$ cat src/rtl/sig_pkg.sv
// Shared encodings for the signal conflict monitor: light codes, fault codes, FSM states.
package sig_pkg;
  typedef enum logic [1:0] {RED = 2'd0, YELLOW = 2'd1, GREEN = 2'd2} light_e;
  typedef enum logic [1:0] {ARM = 2'd0, RUN = 2'd1, FAULT = 2'd2} state_e;

  localparam logic [2:0] FC_NONE     = 3'd0;
  localparam logic [2:0] FC_BADCODE  = 3'd1;
  localparam logic [2:0] FC_CONFLICT = 3'd2;
  localparam logic [2:0] FC_SEQ      = 3'd3;
  localparam logic [2:0] FC_SHORTYEL = 3'd4;
  localparam logic [2:0] FC_CLEAR    = 3'd5;

  // Lowest code wins when several checks fire on the same sample.
  function automatic logic [2:0] fc_pick(input logic bad, input logic conf, input logic seq,
                                         input logic sy, input logic clr);
    if (bad)       return FC_BADCODE;
    else if (conf) return FC_CONFLICT;
    else if (seq)  return FC_SEQ;
    else if (sy)   return FC_SHORTYEL;
    else if (clr)  return FC_CLEAR;
    else           return FC_NONE;
  endfunction
endpackage

$ cat src/rtl/sig_road_check.sv
// Per-road sequence checker: tracks previous light code and consecutive YELLOW count.
module sig_road_check
  import sig_pkg::*;
#(
  parameter int MIN_YEL = 3
) (
  input  logic       clock,
  input  logic       clear_n,
  input  logic       i_arm,
  input  logic       i_run,
  input  logic [1:0] i_code,
  output logic       o_seq_err,
  output logic       o_shortyel_err,
  output logic       o_r2g
);
  localparam int YW = $clog2(MIN_YEL + 1);
  localparam logic [YW-1:0] YMAX = YW'(MIN_YEL);

  logic [1:0]    r_prev;
  logic [YW-1:0] r_yel_cnt;
  logic          w_hold;
  logic          w_step_ok;

  always_comb begin
    w_hold         = (i_code == r_prev);
    w_step_ok      = (r_prev == GREEN  && i_code == YELLOW) ||
                     (r_prev == YELLOW && i_code == RED)    ||
                     (r_prev == RED    && i_code == GREEN);
    o_seq_err      = !(w_hold || w_step_ok);
    o_shortyel_err = (r_prev == YELLOW) && (i_code == RED) && (r_yel_cnt < YMAX);
    o_r2g          = (r_prev == RED) && (i_code == GREEN);
  end

  // Arming presets the yellow count so a yellow already in progress is not flagged.
  always_ff @(posedge clock) begin
    if (!clear_n) begin
      r_prev    <= RED;
      r_yel_cnt <= '0;
    end else if (i_arm) begin
      r_prev    <= i_code;
      r_yel_cnt <= YMAX;
    end else if (i_run) begin
      r_prev <= i_code;
      if (i_code == YELLOW) begin
        if (r_yel_cnt != YMAX) r_yel_cnt <= r_yel_cnt + YW'(1);
      end else begin
        r_yel_cnt <= '0;
      end
    end
  end
endmodule

$ cat src/rtl/sig_monitor.sv
// Traffic signal conflict monitor: latches the first fault and blinks flash_red until acked.
// Optional SIG_MON_STATS_EN adds a saturating fault_cnt output.
module sig_monitor
  import sig_pkg::*;
#(
  parameter int MIN_YEL    = 3,
  parameter int MIN_ALLRED = 2,
  parameter int FLASH_HALF = 4
) (
  input  logic       clock,
  input  logic       clear_n,
  input  logic [1:0] hwy,
  input  logic [1:0] cntry,
  input  logic       ack,
  output logic       fault,
  output logic [2:0] fault_code,
  output logic       flash_red
`ifdef SIG_MON_STATS_EN
  ,
  output logic [7:0] fault_cnt
`endif
);
  localparam int AW = $clog2(MIN_ALLRED + 1);
  localparam int FW = $clog2(FLASH_HALF + 1);
  localparam logic [AW-1:0] AMAX    = AW'(MIN_ALLRED);
  localparam logic [FW-1:0] FH_LAST = FW'(FLASH_HALF - 1);

  state_e        r_state, w_next;
  logic [2:0]    r_code;
  logic          r_flash;
  logic [FW-1:0] r_flash_cnt;
  logic [AW-1:0] r_allred;
  logic [1:0]    w_seq, w_sy, w_r2g;
  logic          w_bad, w_conf, w_clr, w_both_red, w_enter;
  logic [2:0]    w_viol;

  sig_road_check #(.MIN_YEL(MIN_YEL)) u_hwy (
    .clock(clock), .clear_n(clear_n), .i_arm(r_state == ARM), .i_run(r_state == RUN),
    .i_code(hwy), .o_seq_err(w_seq[0]), .o_shortyel_err(w_sy[0]), .o_r2g(w_r2g[0]));

  sig_road_check #(.MIN_YEL(MIN_YEL)) u_cntry (
    .clock(clock), .clear_n(clear_n), .i_arm(r_state == ARM), .i_run(r_state == RUN),
    .i_code(cntry), .o_seq_err(w_seq[1]), .o_shortyel_err(w_sy[1]), .o_r2g(w_r2g[1]));

  always_comb begin
    w_bad      = (hwy == 2'd3) || (cntry == 2'd3);
    w_conf     = (hwy != RED) && (cntry != RED);
    w_clr      = (|w_r2g) && (r_allred < AMAX);
    w_both_red = (hwy == RED) && (cntry == RED);
    w_next     = r_state;
    w_viol     = FC_NONE;
    unique case (r_state)
      ARM: begin
        w_viol = fc_pick(w_bad, w_conf, 1'b0, 1'b0, 1'b0);
        w_next = (w_viol != FC_NONE) ? FAULT : RUN;
      end
      RUN: begin
        w_viol = fc_pick(w_bad, w_conf, |w_seq, |w_sy, w_clr);
        if (w_viol != FC_NONE) w_next = FAULT;
      end
      FAULT: if (ack && w_both_red) w_next = ARM;
      default: w_next = ARM;
    endcase
    w_enter = (r_state != FAULT) && (w_next == FAULT);
  end

  always_ff @(posedge clock) begin
    if (!clear_n) begin
      r_state     <= ARM;
      r_code      <= FC_NONE;
      r_flash     <= 1'b0;
      r_flash_cnt <= '0;
      r_allred    <= '0;
    end else begin
      r_state <= w_next;
      if (w_enter) begin
        r_code      <= w_viol;
        r_flash     <= 1'b1;
        r_flash_cnt <= '0;
      end else if (r_state == FAULT) begin
        if (w_next == ARM) begin
          r_code  <= FC_NONE;
          r_flash <= 1'b0;
        end else if (r_flash_cnt == FH_LAST) begin
          r_flash_cnt <= '0;
          r_flash     <= ~r_flash;
        end else begin
          r_flash_cnt <= r_flash_cnt + FW'(1);
        end
      end
      // Arming presets the clearance count so an in-progress all-red is honoured.
      if (r_state == ARM) r_allred <= AMAX;
      else if (r_state == RUN) begin
        if (!w_both_red) r_allred <= '0;
        else if (r_allred != AMAX) r_allred <= r_allred + AW'(1);
      end
    end
  end

`ifdef SIG_MON_STATS_EN
  logic [7:0] r_fault_cnt;
  always_ff @(posedge clock) begin
    if (!clear_n) r_fault_cnt <= '0;
    else if (w_enter && r_fault_cnt != 8'hFF) r_fault_cnt <= r_fault_cnt + 8'd1;
  end
  assign fault_cnt = r_fault_cnt;
`endif

  assign fault      = (r_state == FAULT);
  assign fault_code = r_code;
  assign flash_red  = r_flash;
endmodule

$ cat config.mk
export PLATFORM = sky130hd
export DESIGN_NAME = sig_monitor
export DESIGN_NICKNAME = d
export VERILOG_FILES = /design/src/rtl/sig_pkg.sv /design/src/rtl/sig_road_check.sv /design/src/rtl/sig_monitor.sv
export SDC_FILE = /design/constraint.sdc
export NUM_CORES = 1
export LEC_CHECK = 0
export BUFFER_PORTS_ARGS = -buffer_cell sky130_fd_sc_hd__clkbuf_2
export CAP_MARGIN = 20
export CORE_MARGIN = 2
export CORE_UTILIZATION = 30
export CTS_BUF_LIST = sky130_fd_sc_hd__clkbuf_16
export CTS_CLUSTER_DIAMETER = 40
export CTS_CLUSTER_SIZE = 8
export DETAILED_ROUTE_END_ITERATION = 7
export PLACE_DENSITY = 0.49
export SLEW_MARGIN = 20
export SYNTH_ARGS = -nofsm -noshare
export SYNTH_HDL_FRONTEND = slang
export SYNTH_SLANG_ARGS = --single-unit
$ cat constraint.sdc
create_clock -name clock -period 1.8 [get_ports clock]
set_input_delay 0.18 -clock clock [delete_from_list [all_inputs] [get_ports clock]]
set_output_delay 0.18 -clock clock [all_outputs]
set_load 0.01 [all_outputs]
==> results.md, run 1 <==
- Netlist cell types: 48
- Worst slack at placement: -0.140 ns
- Layout cells sized above 1: 37.2%
- Antenna cells: 0
- First-pass DRT Iterations: 4
- Placed Cells incl. Taps: 225
- Vias/cell: 5.07
- Arr. time, crit path: 1.96 ns
- Most frequent cell after synthesis: dfxtp_1
- Rows: 23
- Grt ovf: 0
- Hold path startpoint: cntry[0]
- Worst Reg2Reg Path Length in Cells: 6
- Num CTS Buffers: 3
- Number of global-route vias before repair: 1151
- H-tree Lvls: 1
- CTS tree: built
- RSZ-0062 raised after global routing: true
- RR Startpoint: u_cntry.r_prev[1]
- Post-Syn Instances: 146
- Async set or reset register ratio after synthesis: 0%
- Cell Area, Placed: 1530 sq um
- # IOs: 12
- Tightest Pin Transition: 0.379 ns
- Synthesis-stage register bit count: 19
- Maxcap violations: 0
- VDD IR-drop max: 0.626 mV
- Largest net degree at the start of global routing: 22
- Die Y: 68.6 um
- Post-cts hold buffer count: 0
- Core ar.: approximately 4000 sq um
- Final Util: about 43%
- Seq/Total Area, Yosys: 30.3%
- Seq. cell area: 389 sq um
- Worst Hold Path EP: u_cntry.r_prev[0]
- CTS root buf: clkbuf_16
- Clock Skews: 0.00118 ns
- RR Endpoint: fault_code[0]
- Period minus WS final: 1.78 ns
- Final period util: 98.7%
- WL final: between 2000 and 3000 um
- Top cell type's share of synthesized area: 30.3%
- Die ar.: 4710 sq um
- Final nets: roughly 190
- Critical Path End Type: register
- Lkg Pwr: 0.701 nW
- Setup WS post-layout: roughly 0.024 ns
- Max Slew Vio Count: 0
- Crit start category: register
- Hold WS: ~0.31 ns
- # port buffers: 11
- Layout Cells excl Fill: 230
- Top cell type by total area after synthesis: dfxtp_1
- WL per Instance: 12.9 um
- Final instance area: 1710 sq um
- Starting Density: 31.3%
- Worst-path clk slew: 0.05 ns
- Fillers: 390
- Multi-input gate area: between 800 and 900 sq um
- Area delta synth->final: 36.1%
- Clock latency on the worst-skew pair: ~0.25 ns
- Hold Vio Cnt, Final: 0
- Most frequent cells after synthesis: dfxtp_1 (19), nand2_1 (15), nor2b_1 (14)
- Crit Path Class: register to register
- Synth top area cells: dfxtp_1 (30%), nor2b_1 (7.0%), a21oi_1 (4.8%)
- Worst Hold Class: primary input to register
- Initial DRC Count: 29
- Post-synth net total: 157
- DPL Wire Length: 2290 um
- Antenna Violating Nets Remaining: 0
- Initial antenna violation count: 0
- Longest Clk Path Bufs: 2
- Hold depth: 3
- PD cells: 791 nW/um^2
- Req. time, crit path: roughly 2.0 ns
- Final setup vio count: 0
- First-pass GRT wire length: 5150 um
- Max FO, Critical Path: 4
- # clock sinks: 19
- Number of synthesized flops with an enable pin: 0
- Synth Cell Area: 1250 sq um
- Die width: 68.6 um
- Slew headroom: between 70% and 80%
- Worst R2R Setup Slack: 0.02 ns
- GP Congestion: 0.820
- Global Route Usage Sum: 14.6%
- Synthesis Warnings: 0
- Average size of a mapped cell: about 8.6 sq um
- DRC: 0
- Top_reg_cell synth: dfxtp_1
- Vias after detailed routing: around 1200
- FMAX: 563 MHz
- Status: complete, no violations
-- cells by family (layout without fill, tap and decap cells) --
group | after synthesis | in the layout | synth area share (%)
DFF | 19 | 19 | 30.3
muxes | 5 | 5 | 4.99
adders and majority gates | 5 | 5 | 4.79
xor gates and xnor gates | 1 | 1 | 0.699
buffers and inverters | 15 | 49 | 6.09
and+or+nand+nor | 61 | 61 | 28.9
AOI/OAI and AO/OA | 40 | 40 | 24.2
-- placed cells by master (no fill, tap or decap), types with 4 or more instances in the layout --
cell / count
nor2_1: 6
nor2b_1: 13
buf_4: 26
nand2b_1: 4
or3_1: 4
mux2i_1: 4
dfxtp_1: 14
a21oi_1: 12
clkbuf_2: 11
dfxtp_2: 4
nand2_1: 15
inv_1: 8
-- sequential cells by signal, summed over array words and instances, names as in the netlist --
register / flops
flash_red: 1
u_hwy.r_yel_cnt: 2
fault_code: 3
u_hwy.r_prev: 2
r_state: 2
u_cntry.r_yel_cnt: 2
r_flash_cnt: 3
u_cntry.r_prev: 2
r_allred: 2
-- per-stage QoR --
stage	setup TNS [ns]	total power [mW]
2_1_floorplan	0	0.730
6_report	0	1.35
3_5_place_dp	-0.427	0.866
3_3_place_gp	-0.173	0.854
5_1_grt	-0.0935	1.44
4_1_cts	0	1.35
-- worst max-delay path, stage by stage (launching register included) --
cell	delay (ns)
dfxtp_2	0.33
or4b_4	0.56
a21oi_4	0.17
or3b_1	0.36
nand2_1	0.08
a31oi_1	0.10
o22ai_2	0.10
-- routing by layer --
layer / vias up / global-route usage [%] / wire length [um]
li1: 594 / - / -
met1: 549 / 16.8 / 1340
met2: 20 / 27.2 / 1480
met3: 2 / 3.57 / 139
met4: 0 / 3.00 / 12
met5: - / 0 / 0
-- worst max-delay path by stage --
| stage | startpoint | to | cells past startpoint |
|---|---|---|---|
| after floorplan | u_hwy.r_prev[1] | flash_red | 6 |
| after global placement | u_hwy.r_prev[1] | r_flash_cnt[2] | 6 |
| after detailed placement | u_hwy.r_prev[1] | r_flash_cnt[2] | 6 |
| after CTS | u_cntry.r_prev[1] | fault_code[1] | 5 |
| after global routing | u_cntry.r_prev[0] | fault_code[0] | 6 |
| final | u_cntry.r_prev[1] | fault_code[0] | 6 |
-- what timing repair did --
| action | in CTS | in global routing |
|---|---|---|
| resized for setup | 7 | 12 |
| pin swaps | 4 | 7 |
| setup endpoints to repair | 8 | 8 |
| buffers inserted | 0 | 1 |
-- area by class of cell --
| class | instances | share of cell area [%] |
|---|---|---|
| clock inverters | 1 | 0.220 |
| inverters | 7 | 1.54 |
| clock buffers | 3 | 4.40 |
| multi-input cells | 112 | 51.5 |
| flip-flops and latches | 19 | 22.8 |
| repair buffers | 38 | 15.8 |
| well taps | 50 | 3.67 |
-- power by group --
part / internal [mW] / total [mW] / switching (mW)
clock: 0.296 / 0.456 / 0.160
sequential: 0.462 / 0.494 / 0.0312
combinational: 0.202 / 0.400 / 0.198
total: 0.960 / 1.35 / 0.389
Power figures use the tool's default switching activity.
==> run 2, diff against run 1 <==
--- a/config.mk
+++ b/config.mk
@@ -5,15 +5,16 @@
 export SDC_FILE = /design/constraint.sdc
 export NUM_CORES = 1
 export LEC_CHECK = 0
+export ABC_CLOCK_PERIOD_IN_PS = 1800
 export BUFFER_PORTS_ARGS = -buffer_cell sky130_fd_sc_hd__clkbuf_2
 export CAP_MARGIN = 20
 export CORE_MARGIN = 2
-export CORE_UTILIZATION = 30
+export CORE_UTILIZATION = 52
 export CTS_BUF_LIST = sky130_fd_sc_hd__clkbuf_16
 export CTS_CLUSTER_DIAMETER = 40
 export CTS_CLUSTER_SIZE = 8
 export DETAILED_ROUTE_END_ITERATION = 7
-export PLACE_DENSITY = 0.49
+export PLACE_DENSITY = 0.75
 export SLEW_MARGIN = 20
 export SYNTH_ARGS = -nofsm -noshare
 export SYNTH_HDL_FRONTEND = slang
==> results.md, run 2 (synthesis gave the netlist of run 1 again) <==
- Status: finished, violations left
- Failing checks: negative setup slack
- Critical-path top delay cell: or4b_4
- Die ar.: 2820 sq um (-40%)
- Crit start category: register
- GP Congestion: 0.908 (+11%)
- Longest Clk Path Bufs: 2 (unchanged)
- WL final: 3130 um (+5.4%)
- Slew headroom: 77.1% (+2.6 points)
- Most common cell after layout, fill and taps aside: buf_4
- Vias after detailed routing: 1196 (+2.7%)
- Worst path top cell family by delay: simple AND/OR/NAND/NOR gates
- CTS tree: built
- Period minus WS final: 1.80 ns (+0.0285 ns)
- Global Route Usage Sum: 25.8% (+11 points)
- Rows: 17 (-26%)
- Antenna cells: 0 (unchanged)
- Lkg Pwr: 0.690 nW (-1.5%)
- Final nets: 190 (-1.0%)
- Tot Pwr: 1.38 mW (+2.4%)
- CP Cell Sequence: or4b_4 > a21oi_4 > or3b_1 > nand2_1 > a31oi_1 > o22ai_2
- H-tree Lvls: 1 (unchanged)
- Worst Hold Class: primary input to register
- Largest net degree at the start of global routing: 22 (unchanged)
- CTS root buf: clkbuf_16
- Final setup vio count: 1 (+1)
- Cell Area, Placed: 1460 sq um (-4.6%)
- Crit Path Class: register to register
- DRC: 0 (unchanged)
- Maxcap violations: 0 (unchanged)
- RR Endpoint: fault_code[0]
- Seq. cell area: 390 sq um (+0.32%)
- Max Slew Vio Count: 0 (unchanged)
- Setup WS post-layout: -0.00499 ns (-0.0285 ns)
- First-pass DRT Iterations: 4 (unchanged)
- Req. time, crit path: 1.99 ns (about the same)
- Vias/cell: 5.81 (+15%)
- Final instance area: 1700 sq um (-0.44%)
- Initial DRC Count: 21 (-28%)
- Starting Density: 55.6% (+24 points)
- Final period util: 100% (+1.6 points)
- Antenna Violating Nets Remaining: 0 (unchanged)
- Initial antenna violation count: 0 (unchanged)
- Die width: 53.1 um (-23%)
- PD cells: 813 nW/um^2 (+2.8%)
- # port buffers: 11 (unchanged)
- Tightest Pin Transition: 0.341 ns (-0.0382 ns)
- Die Y: 53.1 um (-23%)
- FMAX: 554 MHz (-1.6%)
- Num CTS Buffers: 3 (unchanged)
- Multi-input gate area: 925 sq um (+5.1%)
- CP max stage delay: 0.53 ns (-0.03 ns)
- CP bufs+invs: 0 (unchanged)
- Post-cts hold buffer count: 0 (unchanged)
- Area delta synth->final: 35.5%
- Grt ovf: 0 (unchanged)
- Worst Reg2Reg Path Length in Cells: 6 (unchanged)
- Arr. time, crit path: 1.99 ns (+0.03 ns)
- Clock Skews: 0.00688 ns (+0.00570 ns)
- Number of global-route vias before repair: 1179 (+2.4%)
- Worst Hold Path EP: u_hwy.r_prev[1]
- RSZ-0062 raised after global routing: true
- DPL Wire Length: 2230 um (-2.6%)
- WL per Instance: 15.2 um (+18%)
- Hold depth: 3 (unchanged)
- # IOs: 12 (unchanged)
- RR Startpoint: u_cntry.r_prev[0]
- Max FO, Critical Path: 5 (+1)
- VDD IR-drop max: 1.06 mV (+70%)
- Hold path startpoint: hwy[1]
- Clock latency on the worst-skew pair: 0.25 ns (about the same)
- Critical Path End Type: register
- Core ar.: 2250 sq um (-44%)
- Hold Vio Cnt, Final: 0 (unchanged)
- Fillers: 173 (-56%)
- First-pass GRT wire length: 5170 um (+0.41%)
- Layout cells sized above 1: 38.8% (+1.5 points)
- # clock sinks: 19 (unchanged)
- TNS Setup: -0.00499 ns (-0.00499 ns)
- Most frequent cells in the layout: buf_4 (25), nand2_1 (15), dfxtp_1 (15)
- Worst-path clk slew: 0.06 ns (about the same)
- Worst R2R Setup Slack: -0.005 ns (-0.03 ns)
-- run 2: cell count changes in the layout (fill, tap and decap cells not counted), sizes merged --
cell	change
buf	-2
clkinv	+1
inv	-1
-- run 2: worst max-delay path by stage --
stage,start,to,depth (start not counted)
after floorplan,u_hwy.r_prev[1],flash_red,6
final,u_cntry.r_prev[0],fault_code[0],6
after global routing,u_hwy.r_prev[1],fault_code[0],6
after detailed placement,u_hwy.r_yel_cnt[1],flash_red,7
after global placement,u_hwy.r_yel_cnt[0],flash_red,7
after CTS,u_hwy.r_prev[1],fault_code[0],6
-- run 2: tightest hold or removal path: stages --
cell and delay (ns):
clkbuf_2 0.15, mux2i_1 0.15, nor2b_1 0.06
-- run 2: what timing repair did --
action / in CTS / in global routing
setup endpoints to repair: 7 / 8
pin swaps: 6 / 11
buffers inserted: 1 / 2
gates resized for setup: 12 / 15
-- run 2: final cells by class --
class | count | area share (%)
multi-input cells | 112 | 54.4
flip-flops and latches | 19 | 23.0
repair buffers | 36 | 14.3
clock buffers | 3 | 4.42
well taps | 28 | 2.06
inverters | 7 | 1.55
clock inverters | 1 | 0.295
-- run 2: power by group --
group / switching, mW / total [mW] / internal (mW)
clock network: 0.166 / 0.464 / 0.298
logic: 0.209 / 0.417 / 0.209
registers: 0.0393 / 0.501 / 0.461
-- run 2: metrics by stage --
| step | hold slack (ns) | util, % | setup WS (ns) | std cells |
|---|---|---|---|---|
| 5_1_grt | 0.358 | 75.4 | -0.111 | 206 |
| 3_3_place_gp | 0.430 | 64.8 | -0.0362 | 199 |
| 2_1_floorplan | 0.366 | - | 0.0234 | 146 |
| 6_report | 0.323 | 75.4 | -0.00499 | 206 |
| 4_1_cts | 0.331 | 71.1 | 0.0118 | 204 |
| 3_5_place_dp | 0.434 | 64.8 | -0.151 | 199 |
-- run 2: per-layer routing --
layer	vias to the layer above	GRT usage (%)	share of wire, %
met1	575	25.1	39
met5	-	0	0
met3	8	5.65	3.3
met4	0	8.97	2.5
li1	594	-	-
met2	19	51.9	55
==> run 3, diff against run 2 <==
--- a/config.mk
+++ b/config.mk
@@ -8,7 +8,6 @@
 export ABC_CLOCK_PERIOD_IN_PS = 1800
 export BUFFER_PORTS_ARGS = -buffer_cell sky130_fd_sc_hd__clkbuf_2
 export CAP_MARGIN = 20
-export CORE_MARGIN = 2
 export CORE_UTILIZATION = 52
 export CTS_BUF_LIST = sky130_fd_sc_hd__clkbuf_16
 export CTS_CLUSTER_DIAMETER = 40
==> results.md, run 3 (synthesis gave the netlist of run 1 again) <==
- Antenna Violating Nets Remaining: 0 (unchanged)
- Hold depth: 3 (unchanged)
- Layout cells sized above 1: 37.1% (-1.7 points)
- Initial antenna violation count: 0 (unchanged)
- Arr. time, crit path: 2.00 ns (about the same)
- Grt ovf: 0 (unchanged)
- Worst slack at placement: -0.152 ns (-0.00155 ns)
- Worst Hold Path EP: u_hwy.r_prev[0]
- Global Route Usage Sum: 27.0% (+1.2 points)
- CP bufs+invs: 2 (+2)
- Worst-path clk slew: 0.05 ns (about the same)
- H-tree Lvls: 1 (unchanged)
- GRT busiest layer: met2
- CP dominant cell by count: buf_4
- Setup WS post-layout: -0.0709 ns (-0.0660 ns)
- Most frequent cells in the layout: buf_4 (24), nand2_1 (15), dfxtp_1 (14)
- Starting Density: 56.1% (+0.53 points)
- GP Congestion: 0.873 (-3.9%)
- RR Endpoint: fault_code[0]
- VDD IR-drop max: 0.728 mV (-32%)
- TNS Setup: -0.190 ns (-0.185 ns)
- Vias after detailed routing: 1196 (unchanged)
- FMAX: 534 MHz (-3.5%)
- Maxcap violations: 0 (unchanged)
- Largest net degree at the start of global routing: 22 (unchanged)
- Final setup vio count: 7 (+6)
- CP max stage delay: 0.46 ns (-0.07 ns)
- Crit start category: register
- Max Slew Vio Count: 0 (unchanged)
- Core ar.: 2230 sq um (-0.94%)
- Worst Hold Class: primary input to register
- Critical-path top delay cell: nor4_1
- Die ar.: 2610 sq um (-7.4%)
- Final Util: 75.1% (-0.23 points)
- Met2 Use GR: 50.9% (-1.0 points)
- Rows: 17 (unchanged)
- Initial DRC Count: 38 (+81%)
- CP Cell Sequence: buf_4 > nor4_1 > and2_4 > buf_4 > or3b_1 > nand2_1 > a31oi_1 > o22ai_2
- DRC: 0 (unchanged)
- RSZ-0062 raised after global routing: true
- Worst R2R Setup Slack: -0.07 ns (-0.07 ns)
- Max FO, Critical Path: 4 (-1)
- Vias/cell: 5.81 (unchanged)
- First-pass DRT Iterations: 5 (+1)
- Tightest Pin Transition: 0.485 ns (+0.145 ns)
- Die width: 51.1 um (-3.8%)
- Final nets: 190 (unchanged)
- Int Power: 0.962 mW (-0.61%)
- Req. time, crit path: 1.93 ns (-0.06 ns)
- PD cells: 810 nW/um^2 (-0.32%)
- Num CTS Buffers: 3 (unchanged)
- First-pass GRT wire length: 5200 um (+0.52%)
- Antenna cells: 0 (unchanged)
- WL final: 3170 um (+1.2%)
- CTS root buf: clkbuf_16
- RR Startpoint: u_hwy.r_prev[1]
- # port buffers: 11 (unchanged)
- P_sw: 0.398 mW (-3.8%)
- Lkg Pwr: 0.690 nW (about the same)
- Number of global-route vias before repair: 1219 (+3.4%)
- Worst path top cell family by delay: simple AND/OR/NAND/NOR gates
- Die Y: 51.1 um (-3.8%)
- DPL Wire Length: 2270 um (+2.1%)
- Fillers: 159 (-8.1%)
- Clock latency on the worst-skew pair: 0.25 ns (about the same)
- # clock sinks: 19 (unchanged)
- Period minus WS final: 1.87 ns (+0.0660 ns)
- Worst Reg2Reg Path Length in Cells: 8 (+2)
- Hold Vio Cnt, Final: 0 (unchanged)
- Final period util: 104% (+3.7 points)
- WL per Instance: 15.4 um (+1.2%)
- Post-cts hold buffer count: 0 (unchanged)
- Longest Clk Path Bufs: 2 (unchanged)
- Slew headroom: 67.3% (-9.7 points)
- Clk network pwr share: 32.8% (-0.8 points)
- Status: finished, violations left
- Hold path startpoint: hwy[0]
- Grt met1 use: 29.6% (+4.5 points)
- Clock Skews: 0.00177 ns (-0.00511 ns)
- Switching Share: 29.3% (-0.69 points)
- Flop pwr share: 36.7% (+0.5 points)
- Met3 Track Usage GR: 3.57% (-2.1 points)
- Crit Path Class: register to register
- # IOs: 12 (unchanged)
- Most common cell after layout, fill and taps aside: buf_4
- Critical Path End Type: register
- Area delta synth->final: 33.8%
- CTS tree: built
- Failing checks: negative setup slack
- Combinational share of power: 30.5% (+0.3 points)
[run 3: final cells by class]
| type | count | area [sq um] | share of cell area, % |
|---|---|---|---|
| Clock buffer | 3 | 75.1 | 4.47 |
| Sequential cell | 19 | 387 | 23.0 |
| Timing Repair Buffer | 36 | 255 | 15.2 |
| Multi-Input combinational cell | 112 | 896 | 53.4 |
| Inverter | 7 | 26.3 | 1.57 |
| Tap cell | 28 | 35.0 | 2.09 |
| Clock inverter | 1 | 3.75 | 0.224 |
[run 3: worst min-delay path: stages]
cell and delay (ns):
clkbuf_2 0.15, mux2i_1 0.15, nor2b_1 0.06
[run 3: worst max-delay path by stage]
stage	start	endpoint	slack, ns	cells after the start
global placement	u_hwy.r_yel_cnt[0]	flash_red	-0.03	7
detailed placement	u_hwy.r_yel_cnt[1]	flash_red	-0.15	7
finish	u_hwy.r_prev[1]	fault_code[0]	-0.07	8
global route	u_hwy.r_prev[1]	fault_code[0]	-0.15	8
CTS	u_hwy.r_yel_cnt[1]	flash_red	0.0006	7
floorplan	u_hwy.r_prev[1]	flash_red	0.02	6
[run 3: what timing repair did]
item	CTS	global route
gates resized for setup	12	10
cloned	0	0
endpoints found under the setup margin	7	7
buffers inserted	1	1
pin swaps	3	3
[run 3: through the flow]
stage | cells | hold slack, ns | area, sq um | total power [mW]
detailed placement | 200 | 0.456 | 1470 | 0.858
finish | 206 | 0.324 | 1680 | 1.36
global route | 206 | 0.387 | 1680 | 1.42
floorplan | 146 | 0.366 | 1260 | 0.730
global placement | 200 | 0.431 | 1470 | 0.835
CTS | 205 | 0.316 | 1630 | 1.34
[run 3: metal layers]
metal	vias to the layer above	wire length (um)
met5	-	0
met4	0	90
met3	10	132
met2	32	1660
met1	564	1280
li1	590	-
[run 3: power groups by stage]
| stage | logic, mW | clock network (mW) | registers [mW] |
|---|---|---|---|
| after floorplan | 0.230 | 0 | 0.500 |
| after global placement | 0.337 | 0 | 0.497 |
| after detailed placement | 0.358 | 0 | 0.500 |
| after CTS | 0.390 | 0.459 | 0.494 |
| after global routing | 0.453 | 0.467 | 0.503 |
| final | 0.414 | 0.447 | 0.499 |
